**src/rtl/sqrt_share_arbiter.sv**
```systemverilog
// Round-robin sharing of one fixed-latency pipelined sqrt between NUM_REQ requesters.
// Optional per-requester grant counters: define SQRT_SHARE_ARB_GRANT_CNT_EN.
module sqrt_share_arbiter #(
  parameter int unsigned NUM_REQ      = 3,
  parameter int unsigned DATA_SIZE    = 17,
  parameter int unsigned SQRT_LATENCY = (DATA_SIZE + 1) / 2,
  parameter int unsigned ROOT_W       = (DATA_SIZE + 1) / 2
) (
  input  logic                            i_clk,
  input  logic                            i_reset_n,
  input  logic [NUM_REQ*(DATA_SIZE+1)-1:0] i_req_data,
  input  logic [NUM_REQ-1:0]              i_req_valid,
  output logic [NUM_REQ-1:0]              o_req_ready,
  output logic [DATA_SIZE:0]              o_sqrt_data,
  output logic                            o_sqrt_data_ready,
  input  logic [ROOT_W-1:0]               i_sqrt_data,
  input  logic                            i_sqrt_data_ready,
  output logic [NUM_REQ*ROOT_W-1:0]       o_res_data,
  output logic [NUM_REQ-1:0]              o_res_valid,
`ifdef SQRT_SHARE_ARB_GRANT_CNT_EN
  output logic [NUM_REQ*16-1:0]           o_grant_cnt,
`endif
  output logic                            o_error
);

  localparam int unsigned DW    = DATA_SIZE + 1;
  localparam int unsigned TAG_W = (NUM_REQ > 1) ? $clog2(NUM_REQ) : 1;

  logic [TAG_W-1:0]          ptr_q;
  logic [TAG_W-1:0]          ptr_d;
  logic [NUM_REQ-1:0]        grant;
  logic [TAG_W-1:0]          gidx;
  logic                      found;
  logic [DW-1:0]             sel_data;

  logic [DW-1:0]             sqrt_data_q;
  logic                      sqrt_vld_q;
  logic [TAG_W-1:0]          issue_tag_q;
  logic [SQRT_LATENCY-1:0]   tag_v_q;
  logic [TAG_W-1:0]          tag_q [SQRT_LATENCY];
  logic                      head_v;
  logic [TAG_W-1:0]          head_tag;
  logic [NUM_REQ*ROOT_W-1:0] res_q;
  logic [NUM_REQ-1:0]        res_vld_q;
  logic                      err_q;

  // Two-pass scan: requesters at or above the pointer first, then the wrapped ones.
  always_comb begin
    grant = '0;
    gidx  = '0;
    found = 1'b0;
    for (int unsigned k = 0; k < NUM_REQ; k++) begin
      if (!found && (k >= 32'(ptr_q)) && i_req_valid[k]) begin
        found    = 1'b1;
        gidx     = TAG_W'(k);
        grant    = '0;
        grant[k] = 1'b1;
      end
    end
    for (int unsigned k = 0; k < NUM_REQ; k++) begin
      if (!found && (k < 32'(ptr_q)) && i_req_valid[k]) begin
        found    = 1'b1;
        gidx     = TAG_W'(k);
        grant    = '0;
        grant[k] = 1'b1;
      end
    end
    if (!i_reset_n) begin
      grant = '0;
      found = 1'b0;
    end
  end

  always_comb begin
    sel_data = '0;
    for (int unsigned k = 0; k < NUM_REQ; k++) begin
      if (grant[k]) sel_data = i_req_data[k*DW +: DW];
    end
  end

  assign ptr_d    = (gidx == TAG_W'(NUM_REQ - 1)) ? '0 : gidx + 1'b1;
  assign head_v   = tag_v_q[SQRT_LATENCY-1];
  assign head_tag = tag_q[SQRT_LATENCY-1];

  // Entry 0 is fed from the issue register, so the tag trails the radicand by one
  // stage and the head lines up with the root strobe SQRT_LATENCY cycles later.
  always_ff @(posedge i_clk) begin
    if (!i_reset_n) begin
      ptr_q       <= '0;
      sqrt_data_q <= '0;
      sqrt_vld_q  <= 1'b0;
      tag_v_q     <= '0;
      res_q       <= '0;
      res_vld_q   <= '0;
      err_q       <= 1'b0;
    end else begin
      sqrt_vld_q <= found;
      if (found) begin
        ptr_q       <= ptr_d;
        sqrt_data_q <= sel_data;
      end
      tag_v_q[0] <= sqrt_vld_q;
      for (int unsigned i = 1; i < SQRT_LATENCY; i++) begin
        tag_v_q[i] <= tag_v_q[i-1];
      end
      res_vld_q <= '0;
      for (int unsigned k = 0; k < NUM_REQ; k++) begin
        if (head_v && i_sqrt_data_ready && (head_tag == TAG_W'(k))) begin
          res_vld_q[k]                <= 1'b1;
          res_q[k*ROOT_W +: ROOT_W]   <= i_sqrt_data;
        end
      end
      if (head_v ^ i_sqrt_data_ready) err_q <= 1'b1;
    end
  end

  // Tag payload needs no reset: it is only consumed when its valid bit is set.
  always_ff @(posedge i_clk) begin
    if (found) issue_tag_q <= gidx;
    tag_q[0] <= issue_tag_q;
    for (int unsigned i = 1; i < SQRT_LATENCY; i++) begin
      tag_q[i] <= tag_q[i-1];
    end
  end

`ifdef SQRT_SHARE_ARB_GRANT_CNT_EN
  logic [15:0] gcnt_q [NUM_REQ];

  always_ff @(posedge i_clk) begin
    if (!i_reset_n) begin
      for (int unsigned k = 0; k < NUM_REQ; k++) gcnt_q[k] <= '0;
    end else begin
      for (int unsigned k = 0; k < NUM_REQ; k++) begin
        if (grant[k] && (gcnt_q[k] != 16'hFFFF)) gcnt_q[k] <= gcnt_q[k] + 16'd1;
      end
    end
  end

  always_comb begin
    o_grant_cnt = '0;
    for (int unsigned k = 0; k < NUM_REQ; k++) o_grant_cnt[k*16 +: 16] = gcnt_q[k];
  end
`endif

  assign o_req_ready       = grant;
  assign o_sqrt_data       = sqrt_data_q;
  assign o_sqrt_data_ready = sqrt_vld_q;
  assign o_res_data        = res_q;
  assign o_res_valid       = res_vld_q;
  assign o_error           = err_q;

endmodule

```
**config.mk**
```make
export PLATFORM = sky130hd
export DESIGN_NAME = sqrt_share_arbiter
export DESIGN_NICKNAME = d
export VERILOG_FILES = /design/src/rtl/sqrt_share_arbiter.sv
export SDC_FILE = /design/constraint.sdc
export NUM_CORES = 1
export LEC_CHECK = 0
export ABC_CLOCK_PERIOD_IN_PS = 3250
export CAP_MARGIN = 40
export CELL_PAD_IN_SITES_DETAIL_PLACEMENT = 0
export CELL_PAD_IN_SITES_GLOBAL_PLACEMENT = 1
export CORE_MARGIN = 4
export CORE_UTILIZATION = 34
export DETAILED_ROUTE_END_ITERATION = 10
export PLACE_DENSITY_LB_ADDON = 0.05
export SYNTH_ARGS = -nofsm -noshare
export SYNTH_HDL_FRONTEND = slang
export SYNTH_SLANG_ARGS = --single-unit
```
**constraint.sdc**
```tcl
create_clock -name i_clk -period 3.25 [get_ports i_clk]
set_clock_uncertainty 0.05 [all_clocks]
set_input_delay 0.65 -clock i_clk [delete_from_list [all_inputs] [get_ports i_clk]]
set_output_delay 0.65 -clock i_clk [all_outputs]
set_load 0.01 [all_outputs]
```
==> run metrics, run 1 <==
status complete, no violations; Critical Path AT 2250 ps; IO Count 122; Max VDD drop 188 uV; CTS sink cnt 81; number of vias per cell 4.88; CP max stage cell clkdlybuf4s50_1; top cells by area, synth dfxtp_1, mux2i_1, nor2_1; GR peak layer met2; PD cells 471 mW/mm2; Max-slew headroom 0.516; Post-CTS Hold Fix Bufs 0; max-cap violations 0; CTS tree yes; Hold Slack 281 ps; delay-heaviest family, CP buffers and inverters; Final Max Tran Viols 0; CP required 2550 ps; post-CTS setup buffer count 0; worst setup path class input port to primary output; CTS H-Tree Depth 3; first-pass GRT wire length 12100 um; Critical Path Max Stage Delay 560 ps; Tcrit/Tclk final 0.909; Port Buffers 121; met1 Use GR 0.185; Seq cells post-synth 81; routed via count 2492; M2 GR Usage 0.251; share of cells above drive strength 1 0.0837; post-synthesis sequential area ratio 0.556; vias in the first global route 2456; Syn Area/Cell 10.5 um2; Worst-path clk slew 80 ps; # diodes 0; Root Buffer clkbuf_8; syn nets 352; post-route setup slack 296 ps; Synth Warn # 0; Starting Density 0.354; Synth Cell Area 0.00295 mm2; Setup crit end kind primary output; CP most frequent cell clkdlybuf4s50_1; Die ar. 0.0102 mm2; minimum clock period 2950 ps; site row count 33; Fillers 777; commonest non-fill, non-tap cells in the layout clkdlybuf4s50_1, dfxtp_1, nor2_1; drt first-iter violations 63; Synth top area share 0.535; Async SR Flop Fraction 0; clk buf depth 2; worst skew pair latency 340 ps; RSZ-0062 raised after global routing no; remaining antenna violation count 0; crit path launch type input port; Layout area overhead 50.9%; worst hold path class flip-flop to flip-flop; commonest non-fill, non-tap cell in the layout clkdlybuf4s50_1; Final Hold Viols 0; CTS resizes 0; cell taking the most area after synthesis dfxtp_1; largest net degree at the start of global routing 33; DIE WIDTH 101 um; crit-path max FO 8; f_max 339 MHz; gr ovfl total 0; DR pass1 iterations 4; core area 0.00834 mm2; Setup-failing EPs final 0; drt drc 0; DP Worst Slack 301 ps; Die Y 101 um; TNS Setup 0 ps; GRT Util Overall 0.151; Final Instance Area 0.00446 mm2; clock buffer count from CTS 9; Netlist cell types 32; cell count after synthesis 282; DP Area 0.00425 mm2; Buf+Inv Stages, Crit Path 2; number of synthesized flops with an enable pin 2; Main synth FF type dfxtp_1; Worst-Margin Slew 724 ps; post-detailed-route wirelength per cell 15.2 um; Power Total 2100 uW; Leakage 0.00175 uW; Final nets 471; DP HPWL 5370 um; final RePlAce weighted congestion 0.784; worst-path cell chain clkdlybuf4s50_1 -> nor2b_1 -> o21ai_1 -> and2_1 -> clkdlybuf4s50_1; Routed WL 7750 um; met3 usage 0.0434; initial antenna violation count 0
==> cells in the mapped netlist (2+ instances only) <==
library cell / instances
and2_1: 12
buf_2: 9
nand2b_1: 3
a21oi_1: 19
a41oi_1: 14
dfxtp_1: 79
clkbuf_1: 6
buf_4: 6
buf_6: 2
nor2b_1: 4
nor2_1: 36
mux2i_1: 27
nand3b_1: 3
nand3_1: 4
a22oi_1: 14
a221oi_2: 4
inv_1: 5
edfxtp_1: 2
nor3b_1: 2
o21ai_1: 3
o21ai_0: 17
==> state kept, by name (all words and copies together), names as in the netlist <==
| signal | cells |
|---|---|
| o_res_data | 27 |
| o_sqrt_data | 18 |
| tag_q | 18 |
| tag_v_q | 9 |
| o_res_valid | 3 |
| issue_tag_q | 2 |
| ptr_q | 2 |
| o_error | 1 |
| o_sqrt_data_ready | 1 |
==> through the flow <==
stage,util,instances
CTS,0.535,511
global placement,0.509,495
finish,0.535,511
floorplan,-,282
detailed placement,0.509,495
global route,0.535,511
==> final cells by class <==
cell class / count / area [um2] / area share
Clock buffer: 10 / 138 / 0.0309
Sequential cell: 81 / 1640 / 0.368
Tap cell: 105 / 131 / 0.0295
Inverter: 5 / 18.8 / 0.00421
Timing Repair Buffer: 132 / 1290 / 0.290
Multi-Input combinational cell: 172 / 1160 / 0.260
Clock inverter: 6 / 75.1 / 0.0168
==> layer usage <==
layer / part of all wire / vias to the layer above
met3: 0.075 / 5
met2: 0.49 / 78
li1: - / 1238
met5: 0 / -
met4: 0.010 / 0
met1: 0.43 / 1171
==> worst paths after layout <==
path | from | endpoint | slack, ps | cells past startpoint
worst max-delay path | i_req_valid[2] | o_req_ready[1] | 300 | 5
worst min-delay path | tag_q[0][9] | tag_q[0][11] | 280 | 0
worst max register to register | ptr_q[0] | o_sqrt_data[8] | 1630 | 5
worst min register to register | tag_q[0][9] | tag_q[0][11] | 280 | 0
==> logic make-up (layout without fill, tap and decap cells) <==
group	count (synthesis)	in the layout	synth area share
adder cells (fa/ha/maj)	1	1	0.00423
buffers and inverters	29	153	0.0534
AO/OA/AOI/OAI	75	75	0.176
AND/OR/NAND/NOR	69	69	0.119
flip-flops	81	81	0.556
multiplexers	27	27	0.0915
==> where the power goes <==
part	switching [uW]	internal (uW)	leakage, uW
logic	112	156	0.000979
registers	18.1	1040	0.000668
clock network	386	387	0.000105
total	516	1580	0.00175
Power figures use the tool's default switching activity.
==> run 2, diff against run 1 <==
--- a/config.mk
+++ b/config.mk
@@ -5,7 +5,7 @@
 export SDC_FILE = /design/constraint.sdc
 export NUM_CORES = 1
 export LEC_CHECK = 0
-export ABC_CLOCK_PERIOD_IN_PS = 3250
+export ABC_CLOCK_PERIOD_IN_PS = 3800
 export CAP_MARGIN = 40
 export CELL_PAD_IN_SITES_DETAIL_PLACEMENT = 0
 export CELL_PAD_IN_SITES_GLOBAL_PLACEMENT = 1
==> constraint.sdc (replaced) <==
create_clock -name i_clk -period 3.8 [get_ports i_clk]
set_clock_uncertainty 0.05 [all_clocks]
set_input_delay 0.76 -clock i_clk [delete_from_list [all_inputs] [get_ports i_clk]]
set_output_delay 0.76 -clock i_clk [all_outputs]
set_load 0.01 [all_outputs]
==> run metrics, run 2 (same netlist as run 1, synthesis figures left out) <==
crit path launch type input port; Die ar. 0.0102 mm2 (unchanged); gr ovfl total 0 (unchanged); Max-slew headroom 0.519 (+0.00266); DIE WIDTH 101 um (unchanged); Layout area overhead 50.2%; clock buffer count from CTS 9 (unchanged); # diodes 0 (unchanged); CTS sink cnt 81 (unchanged); routed via count 2475 (-0.68%); worst setup path class input port to primary output; top layer reached by signal wires met4; Largest register FFs 27 (unchanged); worst hold path class flip-flop to flip-flop; CP max stage cell clkdlybuf4s50_1; number of vias per cell 4.86 (-0.29%); Leakage 0.00174 uW (-0.90%); R2R Setup Slk 2200 ps (+570 ps); worst-path cell chain clkdlybuf4s50_1 -> nor3b_1 -> o31a_1 -> and2_1 -> clkdlybuf4s50_1; DP HPWL 5290 um (-1.6%); Final nets 469 (-0.42%); Hold Slack 279 ps (-1.79 ps); CTS H-Tree Depth 3 (unchanged); Starting Density 0.354 (unchanged); max-cap violations 0 (unchanged); Max VDD drop 197 uV (+4.6%); DR pass1 iterations 4 (unchanged); Root Buffer clkbuf_8; Worst-path clk slew 90 ps (about the same); drt drc 0 (unchanged); met1 wire length 3200 um (-3.5%); worst skew pair latency 350 ps (about the same); final RePlAce weighted congestion 0.711 (-9.4%); Critical Path AT 2490 ps (+240 ps); delay-heaviest family, CP buffers and inverters; Buf+Inv Stages, Crit Path 2 (unchanged); Routed WL 7760 um (about the same); Worst-Margin Slew 719 ps (-4.14 ps); IO Count 122 (unchanged); share of cells above drive strength 1 0.0792 (-0.00454); site row count 33 (unchanged); CTS tree yes; CTS resizes 0 (unchanged); initial antenna violation count 0 (unchanged); PD cells 403 mW/mm2 (-15%); RSZ-0062 raised after global routing no; Setup-failing EPs final 0 (unchanged); TNS Setup 0 ps (unchanged); drt first-iter violations 49 (-22%); Die Y 101 um (unchanged); remaining antenna violation count 0 (unchanged); Critical Path Max Stage Delay 700 ps (+140 ps); CP required 2990 ps (+440 ps); crit-path max FO 11 (+3); Final Hold Viols 0 (unchanged); CP most frequent cell clkdlybuf4s50_1; largest net degree at the start of global routing 33 (unchanged); post-detailed-route wirelength per cell 15.2 um (+0.44%); status complete, no violations; core area 0.00834 mm2 (unchanged); Port Buffers 121 (unchanged); Tcrit/Tclk final 0.869; met3 wire length 642 um (+10%); f_max 303 MHz; clk buf depth 2 (unchanged); minimum clock period 3300 ps; GRT Util Overall 0.153 (+0.00208); Setup crit end kind primary output; Final Max Tran Viols 0 (unchanged); first-pass GRT wire length 12100 um (+0.41%); vias in the first global route 2439 (-0.69%); commonest non-fill, non-tap cells in the layout clkdlybuf4s50_1, dfxtp_1, nor2_1; Post-CTS Hold Fix Bufs 0 (unchanged); post-CTS setup buffer count 0 (unchanged); commonest non-fill, non-tap cell in the layout clkdlybuf4s50_1; met2 WL 3870 um (+2.4%)
run 2: where the power goes:
part	total (uW)	internal [uW]	switching, uW
logic	227	132	95.0
clock network	654	315	339
registers	905	889	15.8
run 2: final timing paths:
kind,start,endpoint,cells after the start
setup / recovery,i_req_valid[1],o_req_ready[2],5
hold / removal,tag_q[0][4],tag_q[0][6],0
setup reg to reg,ptr_q[0],o_sqrt_data[8],5
hold reg to reg,tag_q[0][4],tag_q[0][6],0
run 2: final cells by class:
| class | instances | area [um2] |
|---|---|---|
| clock inverters | 7 | 82.6 |
| fillers | 794 | 3900 |
| flip-flops and latches | 81 | 1640 |
| inverters | 5 | 18.8 |
| clock buffers | 9 | 124 |
| repair buffers | 130 | 1280 |
| well taps | 105 | 131 |
| multi-input cells | 172 | 1160 |
run 2: through the flow:
stage	cell area (um2)	worst slack [ps]	power (uW)	util	cells
3_5_place_dp	4230	492	1150	0.507	493
2_1_floorplan	2950	1420	1020	-	282
3_3_place_gp	4230	518	1150	0.507	493
5_1_grt	4440	369	1870	0.532	509
6_report	4440	498	1790	0.532	509
4_1_cts	4440	492	1820	0.532	509
run 2: routing by layer:
| layer | GRT usage | vias to the layer above |
|---|---|---|
| li1 | - | 1241 |
| met1 | 0.181 | 1142 |
| met2 | 0.260 | 88 |
| met3 | 0.0558 | 4 |
| met4 | 0.0491 | 0 |
| met5 | 0 | - |
run 2: worst reg2reg max path, cell delays in order, from the launching register on:
cell and delay (ps):
dfxtp_1 450, nand3b_1 170, o2111a_1 240, buf_4 250
a21oi_1 140, a221oi_2 220
